==> config.mk <==
export PLATFORM = sky130hd
export DESIGN_NAME = wb_master_seq
export DESIGN_NICKNAME = d
export VERILOG_FILES = /design/src/rtl/wb_master_seq.sv
export SDC_FILE = /design/constraint.sdc
export NUM_CORES = 1
export LEC_CHECK = 0
export ABC_AREA = 0
export CORE_MARGIN = 2
export CORE_UTILIZATION = 43
export DETAILED_ROUTE_END_ITERATION = 10
export PLACE_DENSITY = 0.8
export RECOVER_POWER = 25
export SLEW_MARGIN = 20
export SYNTH_ARGS = -nofsm -noshare
export SYNTH_HDL_FRONTEND = slang
export SYNTH_SLANG_ARGS = --single-unit
==> constraint.sdc <==
create_clock -name WBs_CLK_i -period 2.5 [get_ports WBs_CLK_i]
set_input_delay 0.75 -clock WBs_CLK_i [delete_from_list [all_inputs] [get_ports WBs_CLK_i]]
set_output_delay 0.75 -clock WBs_CLK_i [all_outputs]
set_load 0.02 [all_outputs]
==> src/rtl/wb_master_seq.sv <==
// Wishbone initiator: converts single-transaction commands into Wishbone
// read/write cycles, one outstanding at a time, with a bus timeout and a
// saturating timeout counter. All Wishbone outputs come straight from flops.
module wb_master_seq #(
  parameter int                      ADDRWIDTH      = 10,
  parameter int                      DATAWIDTH      = 32,
  parameter int                      TIMEOUT_CYCLES = 16,
  parameter logic [DATAWIDTH-1:0]    ERR_DATA       = 32'hDEAD_BEEF
) (
  input  logic                 WBs_CLK_i,
  input  logic                 WBs_RST_n_i,
  // command side
  input  logic                 cmd_valid_i,
  output logic                 cmd_ready_o,
  input  logic                 cmd_we_i,
  input  logic [ADDRWIDTH-1:0] cmd_adr_i,
  input  logic [DATAWIDTH-1:0] cmd_dat_i,
  input  logic [3:0]           cmd_stb_i,
  // response side
  output logic                 rsp_valid_o,
  input  logic                 rsp_ready_i,
  output logic [DATAWIDTH-1:0] rsp_dat_o,
  output logic                 rsp_err_o,
  output logic                 busy_o,
  output logic [7:0]           err_cnt_o,
  // Wishbone master
  output logic [ADDRWIDTH-1:0] WBm_ADR_o,
  output logic                 WBm_CYC_o,
  output logic                 WBm_STB_o,
  output logic                 WBm_WE_o,
  output logic [3:0]           WBm_BYTE_STB_o,
  output logic [DATAWIDTH-1:0] WBm_DAT_o,
  input  logic [DATAWIDTH-1:0] WBm_DAT_i,
  input  logic                 WBm_ACK_i
);

  typedef enum logic [1:0] {S_IDLE, S_BUS, S_RESP} state_t;

  // Counter reaches this value on the last STB cycle before abort.
  localparam logic [7:0] TMO_LAST = 8'(TIMEOUT_CYCLES - 1);

  state_t                 r_state;
  logic [7:0]             r_tmo_cnt;
  logic [ADDRWIDTH-1:0]   r_adr;
  logic                   r_cyc;
  logic                   r_stb;
  logic                   r_we;
  logic [3:0]             r_bstb;
  logic [DATAWIDTH-1:0]   r_dat;
  logic                   r_rsp_valid;
  logic [DATAWIDTH-1:0]   r_rsp_dat;
  logic                   r_rsp_err;
  logic [7:0]             r_err_cnt;

  // Ready and busy are pure functions of the state.
  assign cmd_ready_o    = (r_state == S_IDLE);
  assign busy_o         = (r_state != S_IDLE);

  assign rsp_valid_o    = r_rsp_valid;
  assign rsp_dat_o      = r_rsp_dat;
  assign rsp_err_o      = r_rsp_err;
  assign err_cnt_o      = r_err_cnt;
  assign WBm_ADR_o      = r_adr;
  assign WBm_CYC_o      = r_cyc;
  assign WBm_STB_o      = r_stb;
  assign WBm_WE_o       = r_we;
  assign WBm_BYTE_STB_o = r_bstb;
  assign WBm_DAT_o      = r_dat;

  // Transaction FSM: accept in IDLE, drive the bus until ACK or timeout,
  // then hold the response until the requester takes it.
  always_ff @(posedge WBs_CLK_i or negedge WBs_RST_n_i) begin
    if (!WBs_RST_n_i) begin
      r_state     <= S_IDLE;
      r_tmo_cnt   <= '0;
      r_adr       <= '0;
      r_cyc       <= 1'b0;
      r_stb       <= 1'b0;
      r_we        <= 1'b0;
      r_bstb      <= '0;
      r_dat       <= '0;
      r_rsp_valid <= 1'b0;
      r_rsp_dat   <= '0;
      r_rsp_err   <= 1'b0;
      r_err_cnt   <= '0;
    end else begin
      case (r_state)
        S_IDLE: begin
          if (cmd_valid_i) begin
            r_adr     <= cmd_adr_i;
            r_we      <= cmd_we_i;
            // Reads put zero on the write-data bus.
            r_dat     <= cmd_we_i ? cmd_dat_i : '0;
            r_bstb    <= cmd_stb_i;
            r_cyc     <= 1'b1;
            r_stb     <= 1'b1;
            r_tmo_cnt <= '0;
            r_state   <= S_BUS;
          end
        end
        S_BUS: begin
          // ACK takes priority over a timeout landing in the same cycle.
          if (WBm_ACK_i) begin
            r_rsp_dat   <= r_we ? '0 : WBm_DAT_i;
            r_rsp_err   <= 1'b0;
            r_rsp_valid <= 1'b1;
            r_cyc       <= 1'b0;
            r_stb       <= 1'b0;
            r_state     <= S_RESP;
          end else if (r_tmo_cnt == TMO_LAST) begin
            r_rsp_dat   <= r_we ? '0 : ERR_DATA;
            r_rsp_err   <= 1'b1;
            r_rsp_valid <= 1'b1;
            r_cyc       <= 1'b0;
            r_stb       <= 1'b0;
            if (r_err_cnt != 8'hFF) r_err_cnt <= r_err_cnt + 8'd1;
            r_state     <= S_RESP;
          end else begin
            r_tmo_cnt   <= r_tmo_cnt + 8'd1;
          end
        end
        S_RESP: begin
          if (rsp_ready_i) begin
            r_rsp_valid <= 1'b0;
            r_state     <= S_IDLE;
          end
        end
        default: r_state <= S_IDLE;
      endcase
    end
  end

endmodule

==> results.txt, run 1 <==
status - complete, no violations
Post-DRT Antenna Nets - 0
Synth area leader - dfrtp_1
hold_buf cts - 0
Root Driver - clkbuf_8
placed inst area - 6270 µm²
Data required, critical path - 1.75 ns
Final Skew - 0.0144 ns
number of vias per cell - 4.97
Distinct cells, synth - 45
PortBufs - 176
CP max stage delay - 0.53 ns
warnings from Yosys - 0
most common cell after layout, fill and taps aside - clkdlybuf4s50_1
Crit Path Max Fanout - 7
mapped cell area - 4340 µm²
Crit. End Element - output port
Fin Setup TNS - 0 ns
FMAX - 0.423 GHz
Routed Wire Length - 10800 µm
vias - 3741
gpl congestion - 0.766
Routed wire per std cell - 14.3 µm
CP Class - reg2out
endpoints failing hold - 0
EDFF count, synth - 0
largest net degree at the start of global routing - 101
Synth Area per Inst - 9.83 µm²
Initial Utilization - 44.4%
htree depth - 3
P&R area growth vs syn - 49.0%
DIE HEIGHT - 104 µm
Synth area leaders - dfrtp_1 (58%), nand2_1 (10%), mux2_1 (6.5%)
Clk pin slew, worst setup/hold paths - 0.09 ns
Async S/R FF share, synth - 100%
post-DP HPWL - 7620 µm
commonest cells after routing, fill and taps aside - clkdlybuf4s50_1 (174), nand2_1 (116), dfrtp_1 (100), nand3_1 (38), inv_1 (35)
Leakage - 0.00304 µW
# fillers - 809
pre-CTS WS - -0.260 ns
Worst-Skew Late Latency - 0.37 ns
worst hold-check path type - reg2reg
share of layout cells above drive strength 1 - 6.95%
antenna diode count - 0
Worst Path Arrival - 1.61 ns
storage element area - 2500 µm²
Pwr Density - 1150 nW/µm²
post-route cell area - 6460 µm²
Placeable Area - 9770 µm²
full die area - 10900 µm²
max_cap viols - 0
Syn Nets - 527
RSZ-0062 raised after global routing - false
CP Cell Sequence - nor2_2 -> inv_1 -> clkdlybuf4s50_1
initial antenna violation count - 0
CTS tree - yes
Seq/Total Area, Yosys - 57.7%
TritonCTS Buffers - 9
worst path buffer plus inverter count - 2
post-synth top area share - 57.7%
CP max stage cell - clkdlybuf4s50_1
crit start category - register
initial drt markers - 170
Top FF cell, synth - dfrtp_1
Final setup viols - 0
vias in the first global route - 3695
CTS Buffer Depth - 2
Worst Tran Pin Value - 1.33 ns
DRC Markers - 0
GR Overflow Total - 0
first-pass GRT wire length - 18100 µm
Syn Inst Count - 441
clk sinks - 100
relative slew slack - 11.1%
Final WS setup - 0.135 ns
DRT Pass-1 Iters - 4
minimum clock period - 2.36 ns
Final Max Slew Viols - 0
family with the most delay on the worst path - buffers and inverters
combined area of the multi-input logic cells - 1570 µm²
Die W - 104 µm
Final Cycle Share - 94.6%
Site Rows - 36
I/O pin cnt - 177
maximum VDD drop - 0.655 mV
All-Layer GR Usage - 20.5%
register bit total from synthesis - 100
# nets final - 700
## per-stage QoR
stage / hold slack (ns) / power [µW] / instances / utilization [%]
after detailed placement: 0.455 / 6420 / 736 / 64.1
after global placement: 0.448 / 6310 / 736 / 64.1
after floorplan: 0.454 / 4520 / 441 / -
after global routing: 0.502 / 7900 / 752 / 66.1
final: 0.473 / 7420 / 752 / 66.1
after CTS: 0.443 / 7520 / 752 / 66.2
## cells in the mapped netlist (3+ instances only)
cell and number:
nand2_1 117, dfrtp_1 100, nand3_1 38, inv_1 35
a21oi_1 26, mux2_1 25, clkbuf_1 23, o21ai_0 10
nand4b_1 8, nor2_1 5, xor2_1 5, nor3_1 4
buf_4 3
## power breakdown
part / switching (µW) / internal (µW)
registers: 378 / 2280
logic: 1960 / 1740
clock network: 590 / 481
## worst reg2reg max path: cells and delay by family (launching register included)
kind | cells | cell delay, ns
flip-flops | 1 | 0.44
XOR/XNOR | 1 | 0.18
AND/OR/NAND/NOR | 3 | 1.23
buffers and inverters | 1 | 0.19
## final cells by class
type / instances / share of cell area, %
sequential: 100 / 38.7
tap: 133 / 2.58
timing repair buffer: 191 / 29.1
clock buffer: 9 / 1.92
clock inverter: 7 / 1.28
multi-input combinational: 277 / 24.3
inverter: 35 / 2.03
## cells by family (layout without fill, tap and decap cells)
group	Yosys count	count (layout)	share of synthesized area [%]
AO/OA/AOI/OAI	47	47	6.09
multiplexers	27	27	6.98
buffers and inverters	64	242	6.17
adder cells (fa/ha/maj)	2	2	0.577
XOR/XNOR	7	7	1.41
flip-flops	100	100	57.7
AND/OR/NAND/NOR	194	194	21.1
## metal layers
layer	GRT usage, %	vias up	share of wire (%)
li1	-	1793	-
met1	25.4	1788	42
met2	33.7	141	48
met3	6.77	19	8.7
met4	7.05	0	1.7
met5	0	-	0
## path summary, 6_finish.rpt
path                               start             to  slack, ns  cells past startpoint
max reg2reg                 r_tmo_cnt[5]   err_cnt_o[4]       0.39                      5
min reg2reg                WBm_DAT_o[15]  WBm_DAT_o[15]       0.47                      2
max                           r_state[1]         busy_o       0.14                      3
min in group asynchronous    WBs_RST_n_i   err_cnt_o[4]       0.79                      2
min                        WBm_DAT_o[15]  WBm_DAT_o[15]       0.47                      2
max in group asynchronous    WBs_RST_n_i  rsp_dat_o[13]       0.85                      2
## sequential cells by signal (all words and copies together) (netlist names)
signal and flops:
WBm_DAT_o 32, rsp_dat_o 32, WBm_ADR_o 10, err_cnt_o 8, r_tmo_cnt 8, WBm_BYTE_STB_o 4
r_state 2, WBm_STB_o 1, WBm_WE_o 1, rsp_err_o 1, rsp_valid_o 1
## repair_timing
action	4_1_cts	5_1_grt
pin swaps	0	0
setup buffers	0	0
gates resized for setup	1	1
endpoints found under the setup margin	1	1
(Power assumes the default switching activity.)
==> run 2: changes to the inputs <==
--- a/config.mk
+++ b/config.mk
@@ -6,9 +6,11 @@
 export NUM_CORES = 1
 export LEC_CHECK = 0
 export ABC_AREA = 0
+export CAP_MARGIN = 5
 export CORE_MARGIN = 2
 export CORE_UTILIZATION = 43
 export DETAILED_ROUTE_END_ITERATION = 10
+export GPL_TIMING_DRIVEN = 1
 export PLACE_DENSITY = 0.8
 export RECOVER_POWER = 25
 export SLEW_MARGIN = 20
==> results of run 2 <==
The final DEF is identical to that of run 1; final timing and power are the same.
